$ cat config.mk
export PLATFORM = sky130hd
export DESIGN_NAME = unidade_de_busca_flat
export DESIGN_NICKNAME = d
export VERILOG_FILES = /design/src/rtl/unidade_de_busca_if.sv /design/src/rtl/unidade_de_busca.sv /design/src/flat_wrapper.sv
export SDC_FILE = /design/constraint.sdc
export NUM_CORES = 1
export LEC_CHECK = 0
export ABC_AREA = 1
export CORE_MARGIN = 2
export CORE_UTILIZATION = 43
export CTS_CLUSTER_SIZE = 40
export DETAILED_ROUTE_END_ITERATION = 7
export GPL_TIMING_DRIVEN = 0
export PLACE_DENSITY = 0.79
export REMOVE_ABC_BUFFERS = 1
export SYNTH_ARGS = -nofsm -noshare
export SYNTH_HDL_FRONTEND = slang
export SYNTH_SLANG_ARGS = --single-unit
$ cat constraint.sdc
create_clock -name clk -period 12.2 [get_ports clk]
set_clock_uncertainty 0.2 [all_clocks]
set_input_delay 1.83 -clock clk [delete_from_list [all_inputs] [get_ports clk]]
set_output_delay 1.83 -clock clk [all_outputs]
set_load 0.005 [all_outputs]
$ cat src/rtl/unidade_de_busca_if.sv
// Bundle of the fetch unit's instruction-memory request bus and its decode-side handshake.
// master is the fetch unit's view; slave is the memory/decode side.
interface unidade_de_busca_if;
    logic        mem_req;
    logic [31:0] mem_end;
    logic        mem_ack;
    logic [31:0] mem_dado;
    logic        instr_valida;
    logic [31:0] instrucao;
    logic [31:0] pc_instr;
    logic        instr_pronta;
    logic        desvio;
    logic [31:0] alvo_desvio;

    modport master (
        output mem_req, mem_end, instr_valida, instrucao, pc_instr,
        input  mem_ack, mem_dado, instr_pronta, desvio, alvo_desvio
    );

    modport slave (
        input  mem_req, mem_end, instr_valida, instrucao, pc_instr,
        output mem_ack, mem_dado, instr_pronta, desvio, alvo_desvio
    );
endinterface

$ cat src/rtl/unidade_de_busca.sv
// Instruction fetch stage: issues word requests to instruction memory, buffers the returned
// words in a circular prefetch queue and hands them to decode; redirects flush everything.
module unidade_de_busca #(
    parameter int          PROF_FILA = 2,
    parameter logic [31:0] PC_RESET  = 32'h0
) (
    input  logic                  clk,
    input  logic                  rst,
    unidade_de_busca_if.master    bus
);

    localparam int PTR_W = (PROF_FILA > 1) ? $clog2(PROF_FILA) : 1;
    localparam int CNT_W = PTR_W + 1;
    localparam logic [CNT_W-1:0] CAPACIDADE = CNT_W'(PROF_FILA);

    typedef enum logic [1:0] {
        OCIOSO   = 2'd0,
        ESPERA   = 2'd1,
        DESCARTE = 2'd2
    } estado_t;

    estado_t           estado_q,  estado_d;
    logic [31:0]       pc_busca_q, pc_busca_d;
    logic              mem_req_q, mem_req_d;
    logic [31:0]       mem_end_q, mem_end_d;
    logic [PTR_W-1:0]  rd_ptr_q,  rd_ptr_d;
    logic [PTR_W-1:0]  wr_ptr_q,  wr_ptr_d;
    logic [CNT_W-1:0]  count_q,   count_d;

    logic [31:0]       fila_instr_q [PROF_FILA];
    logic [31:0]       fila_pc_q    [PROF_FILA];

    logic              push;
    logic              pop;
    logic              ack;
    logic [31:0]       alvo;
    logic [31:0]       end_seguinte;
    logic [CNT_W-1:0]  count_pos_pop;
    logic [CNT_W-1:0]  count_com_push;

    // An ack with no request outstanding is a protocol error and must not touch any state.
    assign ack            = mem_req_q & bus.mem_ack;
    assign pop            = (count_q != '0) & bus.instr_pronta;
    assign alvo           = {bus.alvo_desvio[31:2], 2'b00};
    assign end_seguinte   = mem_end_q + 32'd4;
    assign count_pos_pop  = count_q - CNT_W'(pop);
    assign count_com_push = count_pos_pop + CNT_W'(1);

    always_comb begin
        // NOTE: every signal gets a default here so no path leaves one unassigned (no latches).
        estado_d   = estado_q;
        pc_busca_d = pc_busca_q;
        mem_req_d  = mem_req_q;
        mem_end_d  = mem_end_q;
        rd_ptr_d   = rd_ptr_q;
        wr_ptr_d   = wr_ptr_q;
        count_d    = count_q;
        push       = 1'b0;

        if (bus.desvio) begin
            // A same-edge pop already delivered its word; the flush then discards the rest.
            pc_busca_d = alvo;
            rd_ptr_d   = '0;
            wr_ptr_d   = '0;
            count_d    = '0;
            unique case (estado_q)
                OCIOSO: begin
                    mem_req_d = 1'b1;
                    mem_end_d = alvo;
                    estado_d  = ESPERA;
                end
                ESPERA, DESCARTE: begin
                    if (ack) begin
                        mem_end_d = alvo;
                        estado_d  = ESPERA;
                    end else begin
                        estado_d  = DESCARTE;
                    end
                end
                default: estado_d = OCIOSO;
            endcase
        end else begin
            rd_ptr_d = rd_ptr_q + PTR_W'(pop);
            count_d  = count_pos_pop;
            unique case (estado_q)
                OCIOSO: begin
                    if (count_q < CAPACIDADE) begin
                        mem_req_d = 1'b1;
                        mem_end_d = pc_busca_q;
                        estado_d  = ESPERA;
                    end
                end
                ESPERA: begin
                    if (ack) begin
                        push       = 1'b1;
                        wr_ptr_d   = wr_ptr_q + PTR_W'(1);
                        count_d    = count_com_push;
                        pc_busca_d = end_seguinte;
                        // Back-to-back issue only while the new request still has a slot reserved.
                        if (count_com_push < CAPACIDADE) begin
                            mem_end_d = end_seguinte;
                        end else begin
                            mem_req_d = 1'b0;
                            estado_d  = OCIOSO;
                        end
                    end
                end
                DESCARTE: begin
                    if (ack) begin
                        mem_end_d = pc_busca_q;
                        estado_d  = ESPERA;
                    end
                end
                default: estado_d = OCIOSO;
            endcase
        end
    end

    always_ff @(posedge clk or posedge rst) begin
        if (rst) begin
            estado_q   <= OCIOSO;
            pc_busca_q <= PC_RESET;
            mem_req_q  <= 1'b0;
            mem_end_q  <= PC_RESET;
            rd_ptr_q   <= '0;
            wr_ptr_q   <= '0;
            count_q    <= '0;
        end else begin
            estado_q   <= estado_d;
            pc_busca_q <= pc_busca_d;
            mem_req_q  <= mem_req_d;
            mem_end_q  <= mem_end_d;
            rd_ptr_q   <= rd_ptr_d;
            wr_ptr_q   <= wr_ptr_d;
            count_q    <= count_d;
        end
    end

    // NOTE: queue storage is not reset; count_q alone decides which entries are meaningful.
    always_ff @(posedge clk) begin
        if (push) begin
            fila_instr_q[wr_ptr_q] <= bus.mem_dado;
            fila_pc_q[wr_ptr_q]    <= mem_end_q;
        end
    end

    assign bus.mem_req      = mem_req_q;
    assign bus.mem_end      = mem_end_q;
    assign bus.instr_valida = (count_q != '0);
    assign bus.instrucao    = (count_q != '0) ? fila_instr_q[rd_ptr_q] : 32'h0;
    assign bus.pc_instr     = (count_q != '0) ? fila_pc_q[rd_ptr_q]    : 32'h0;

endmodule

$ cat src/flat_wrapper.sv
// flat-port wrapper written by rule: the top's interface ports become plain ports
module unidade_de_busca_flat 
#(
    parameter int          PROF_FILA = 2,
    parameter logic [31:0] PC_RESET  = 32'h0
)
  (clk, rst, bus_mem_req, bus_mem_end, bus_instr_valida, bus_instrucao, bus_pc_instr, bus_mem_ack, bus_mem_dado, bus_instr_pronta, bus_desvio, bus_alvo_desvio);
  unidade_de_busca_if bus_i ();
  input  logic clk;
  input  logic rst;
  output wire logic [$bits(bus_i.mem_req)-1:0] bus_mem_req;
  output wire logic [$bits(bus_i.mem_end)-1:0] bus_mem_end;
  output wire logic [$bits(bus_i.instr_valida)-1:0] bus_instr_valida;
  output wire logic [$bits(bus_i.instrucao)-1:0] bus_instrucao;
  output wire logic [$bits(bus_i.pc_instr)-1:0] bus_pc_instr;
  input wire logic [$bits(bus_i.mem_ack)-1:0] bus_mem_ack;
  input wire logic [$bits(bus_i.mem_dado)-1:0] bus_mem_dado;
  input wire logic [$bits(bus_i.instr_pronta)-1:0] bus_instr_pronta;
  input wire logic [$bits(bus_i.desvio)-1:0] bus_desvio;
  input wire logic [$bits(bus_i.alvo_desvio)-1:0] bus_alvo_desvio;
  assign bus_mem_req = bus_i.mem_req;
  assign bus_mem_end = bus_i.mem_end;
  assign bus_instr_valida = bus_i.instr_valida;
  assign bus_instrucao = bus_i.instrucao;
  assign bus_pc_instr = bus_i.pc_instr;
  assign bus_i.mem_ack = bus_mem_ack;
  assign bus_i.mem_dado = bus_mem_dado;
  assign bus_i.instr_pronta = bus_instr_pronta;
  assign bus_i.desvio = bus_desvio;
  assign bus_i.alvo_desvio = bus_alvo_desvio;
  unidade_de_busca #(.PROF_FILA(PROF_FILA), .PC_RESET(PC_RESET)) u_core (.clk(clk), .rst(rst), .bus(bus_i));
endmodule
==> impl_metrics.py <==
metrics = {
    "synth": {
        "yosys-top-cells-area": "edfxtp_1 (42%), dfrtp_1 (19%), nand2_1 (15%)",
        "synth_warnings": 0,
        "synth_edf_count": 128,
        "synth_most_common_cell": "nand2_1",
        "synth-seq-area-share_pct": 60.9,
        "yosysTopAreaCellShare_pct": 41.6,
        "netlist-cell-type-count": 38,
        "async_flop_share_pct": 35.7,
        "ys_ff_latch": 199,
        "synth_ff_type": "edfxtp_1",
        "syn_avg_cell_area_um2": 9.22,
        "synth_cells": 1001,
        "syn_area_um2": 9230,
        "synth_top_area_cell": "edfxtp_1",
        "synth_common_cells": "nand2_1 (360), edfxtp_1 (128), a21oi_1 (83)",
    },
    "pwr": {
        "swShare_pct": 37.6,
        "clkPwrFrac_pct": 19.9,
        "power.leakage_nw": 4.72,
        "comb_power_share_pct": 41.8,
        "seq_power_share_pct": 38.3,
        "peakVddDrop_v": 0.000125,
        "totalPowerFinal_w": 0.00268,
        "power.switching_w": 0.00101,
        "p_per_area_nw_per_um2": 226,
        "intPower_w": 0.00167,
    },
    "worst_setup_path": {
        "critPathLaunchType": "primary input",
        "crit_arrival_ps": 4880,
        "path_class": "primary input to flip-flop",
        "cp-end-kind": "flip-flop",
        "crit_required_ps": 12120,
        "crit_fanout": 30,
    },
    "finish": {
        "fill_cells": 1770,
        "syn_to_final_growth_pct": 28.3,
        "register_area_um2": 5620,
        "multi_input_area_um2": 3160,
        "fin_nets": 1228,
        "diodes": 0,
        "drive_above_1_share_pct": 5.83,
    },
    "clock_network": {
        "clockRootBuffer": "clkbuf_16",
        "clk_pin_slew_ps": 70,
        "clkLatencyLatePin_ps": 430,
        "clock_path_buffers": 2,
        "cts_setup_buffers": 0,
        "cts_max_level": 4,
        "cts_buffers": 17,
        "cts_resized": 0,
        "clock-sinks": 199,
        "cts_hold_buffers": 0,
        "cts_tree": "yes",
    },
    "detailed_routing": {
        "post-route-drc-count": 0,
        "drt-initial-drc-count": 488,
        "wl_um": 23400,
        "drt_first_pass_iters": 5,
        "wl_per_cell_um": 16.2,
        "vias_per_cell": 5.17,
        "ant_nets": 0,
        "num_vias": 7444,
    },
    "grt": {
        "antenna_found_initial": 0,
        "first_global_vias": 7014,
        "grt_pass1_wl_um": 36300,
        "gr-total-overflow": 0,
        "grt_usage_pct": 20.9,
        "grt_max_degree": 67,
    },
    "placed_design": {
        "dp_hpwl_um": 15800,
        "pre_cts_slack_ps": 6840,
        "place.port_buffers": 164,
        "routabilityCongestion": 0.949,
    },
    "timing": {
        "slew_headroom_pct": 21.9,
        "slew_violations": 0,
        "max_slew.worst_pin.slew_ps": 1170,
        "setup-tns-final_ps": 0,
        "finalHoldViolations": 0,
        "rsz0062_at_grt": "no",
        "fin_ws_ps": 7240,
        "setup_viol": 0,
        "finalCritPeriodShare_pct": 40.6,
        "max_freq_mhz": 202,
        "period_needed_ps": 4960,
        "hold_ws_ps": 300,
    },
    "run": {
        "maxCapViolations": 0,
    },
    "worst_hold_path": {
        "hp-class": "flip-flop to flip-flop",
    },
    "floorplan": {
        "num_rows": 53,
        "initial_utilization_pct": 43.9,
        "die_h_um": 151,
        "die_w_um": 151,
        "pin_count": 167,
        "die_area_um2": 22700,
        "coreArea_um2": 21000,
    },
    "status": {
        "outcome": "finished, final reports clean",
    },
}
path summary, 6_finish.rpt:
kind                                                       end                              start  depth (start not counted)  slack (ps)
min                          u_core.pc_busca_q[29]$_DFFE_PP0P_  u_core.pc_busca_q[29]$_DFFE_PP0P_                          2         300
min reg2reg                  u_core.pc_busca_q[29]$_DFFE_PP0P_  u_core.pc_busca_q[29]$_DFFE_PP0P_                          2         300
max                        u_core.fila_instr_q[1][2]$_DFFE_PP_                        bus_mem_ack                          6        7240
max reg2reg                u_core.fila_instr_q[1][2]$_DFFE_PP_     u_core.estado_q[1]$_DFFE_PP0P_                          7        8450
min in group asynchronous       u_core.estado_q[0]$_DFFE_PP0P_                                rst                          2        1410
max in group asynchronous            u_core.rd_ptr_q$_DFF_PP0_                                rst                          3        9840
area by class of cell:
class / instances / share of cell area (%)
flip-flops and latches: 199 / 47.5
repair buffers: 175 / 15.9
well taps: 275 / 2.90
multi-input cells: 684 / 26.7
inverters: 76 / 2.43
clock inverters: 13 / 1.01
clock buffers: 19 / 3.65
registers in the layout, summed over array words and instances (netlist names):
name and flops:
u_core.rd_ptr_q 1, u_core.count_q 2, u_core.wr_ptr_q 1, u_core.bus.mem_end 32, u_core.fila_instr_q 64, u_core.estado_q 2
u_core.pc_busca_q 32, u_core.fila_pc_q 64, u_core.bus.mem_req 1
worst max-delay path, cell delays in order:
cell             delay, ps
clkdlybuf4s50_1        560
nand3_1                170
nor2_1                 880
inv_1                  460
nor2_4                 660
buf_12                 280
per-stage QoR:
| stage | std cells | util (%) | instance area, µm² |
|---|---|---|---|
| after floorplan | 959 | - | 9040 |
| after global placement | 1398 | 52.5 | 11000 |
| after detailed placement | 1409 | 53.7 | 11300 |
| after CTS | 1441 | 56.3 | 11800 |
| after global routing | 1441 | 56.3 | 11800 |
| final | 1441 | 56.3 | 11800 |
power groups by stage:
stage / registers, W / logic [W] / clock network [W]
finish: 0.00103 / 0.00112 / 0.000535
global route: 0.00104 / 0.00124 / 0.000573
CTS: 0.00102 / 0.00112 / 0.000543
detailed placement: 0.00104 / 0.00112 / 0
global placement: 0.00105 / 0.00106 / 0
floorplan: 0.000996 / 0.000557 / 0
logic make-up after synthesis:
logic type | Yosys count | synth area share [%]
flip-flops | 199 | 60.9
AO/OA/AOI/OAI | 180 | 11.2
adder cells (fa/ha/maj) | 6 | 0.813
buffers and inverters | 118 | 5.16
XOR/XNOR | 4 | 0.379
AND/OR/NAND/NOR | 494 | 21.6
layout by cell type (no fill, tap or decap), types with 11 or more instances in the layout:
master	n
nand2_1	360
nand3_1	38
clkbuf_16	17
a21boi_1	11
a21oi_1	83
dfrtp_1	70
edfxtp_1	128
o21ai_0	37
clkdlybuf4s50_1	163
nor2_1	70
inv_1	68
routing by layer:
| layer | GRT usage, % | wire [µm] |
|---|---|---|
| met1 | 28.1 | 10300 |
| met2 | 33.6 | 11000 |
| met5 | 0 | 0 |
| met4 | 7.50 | 474 |
| met3 | 4.36 | 1630 |
No activity file was read; power rests on OpenSTA's default activity.
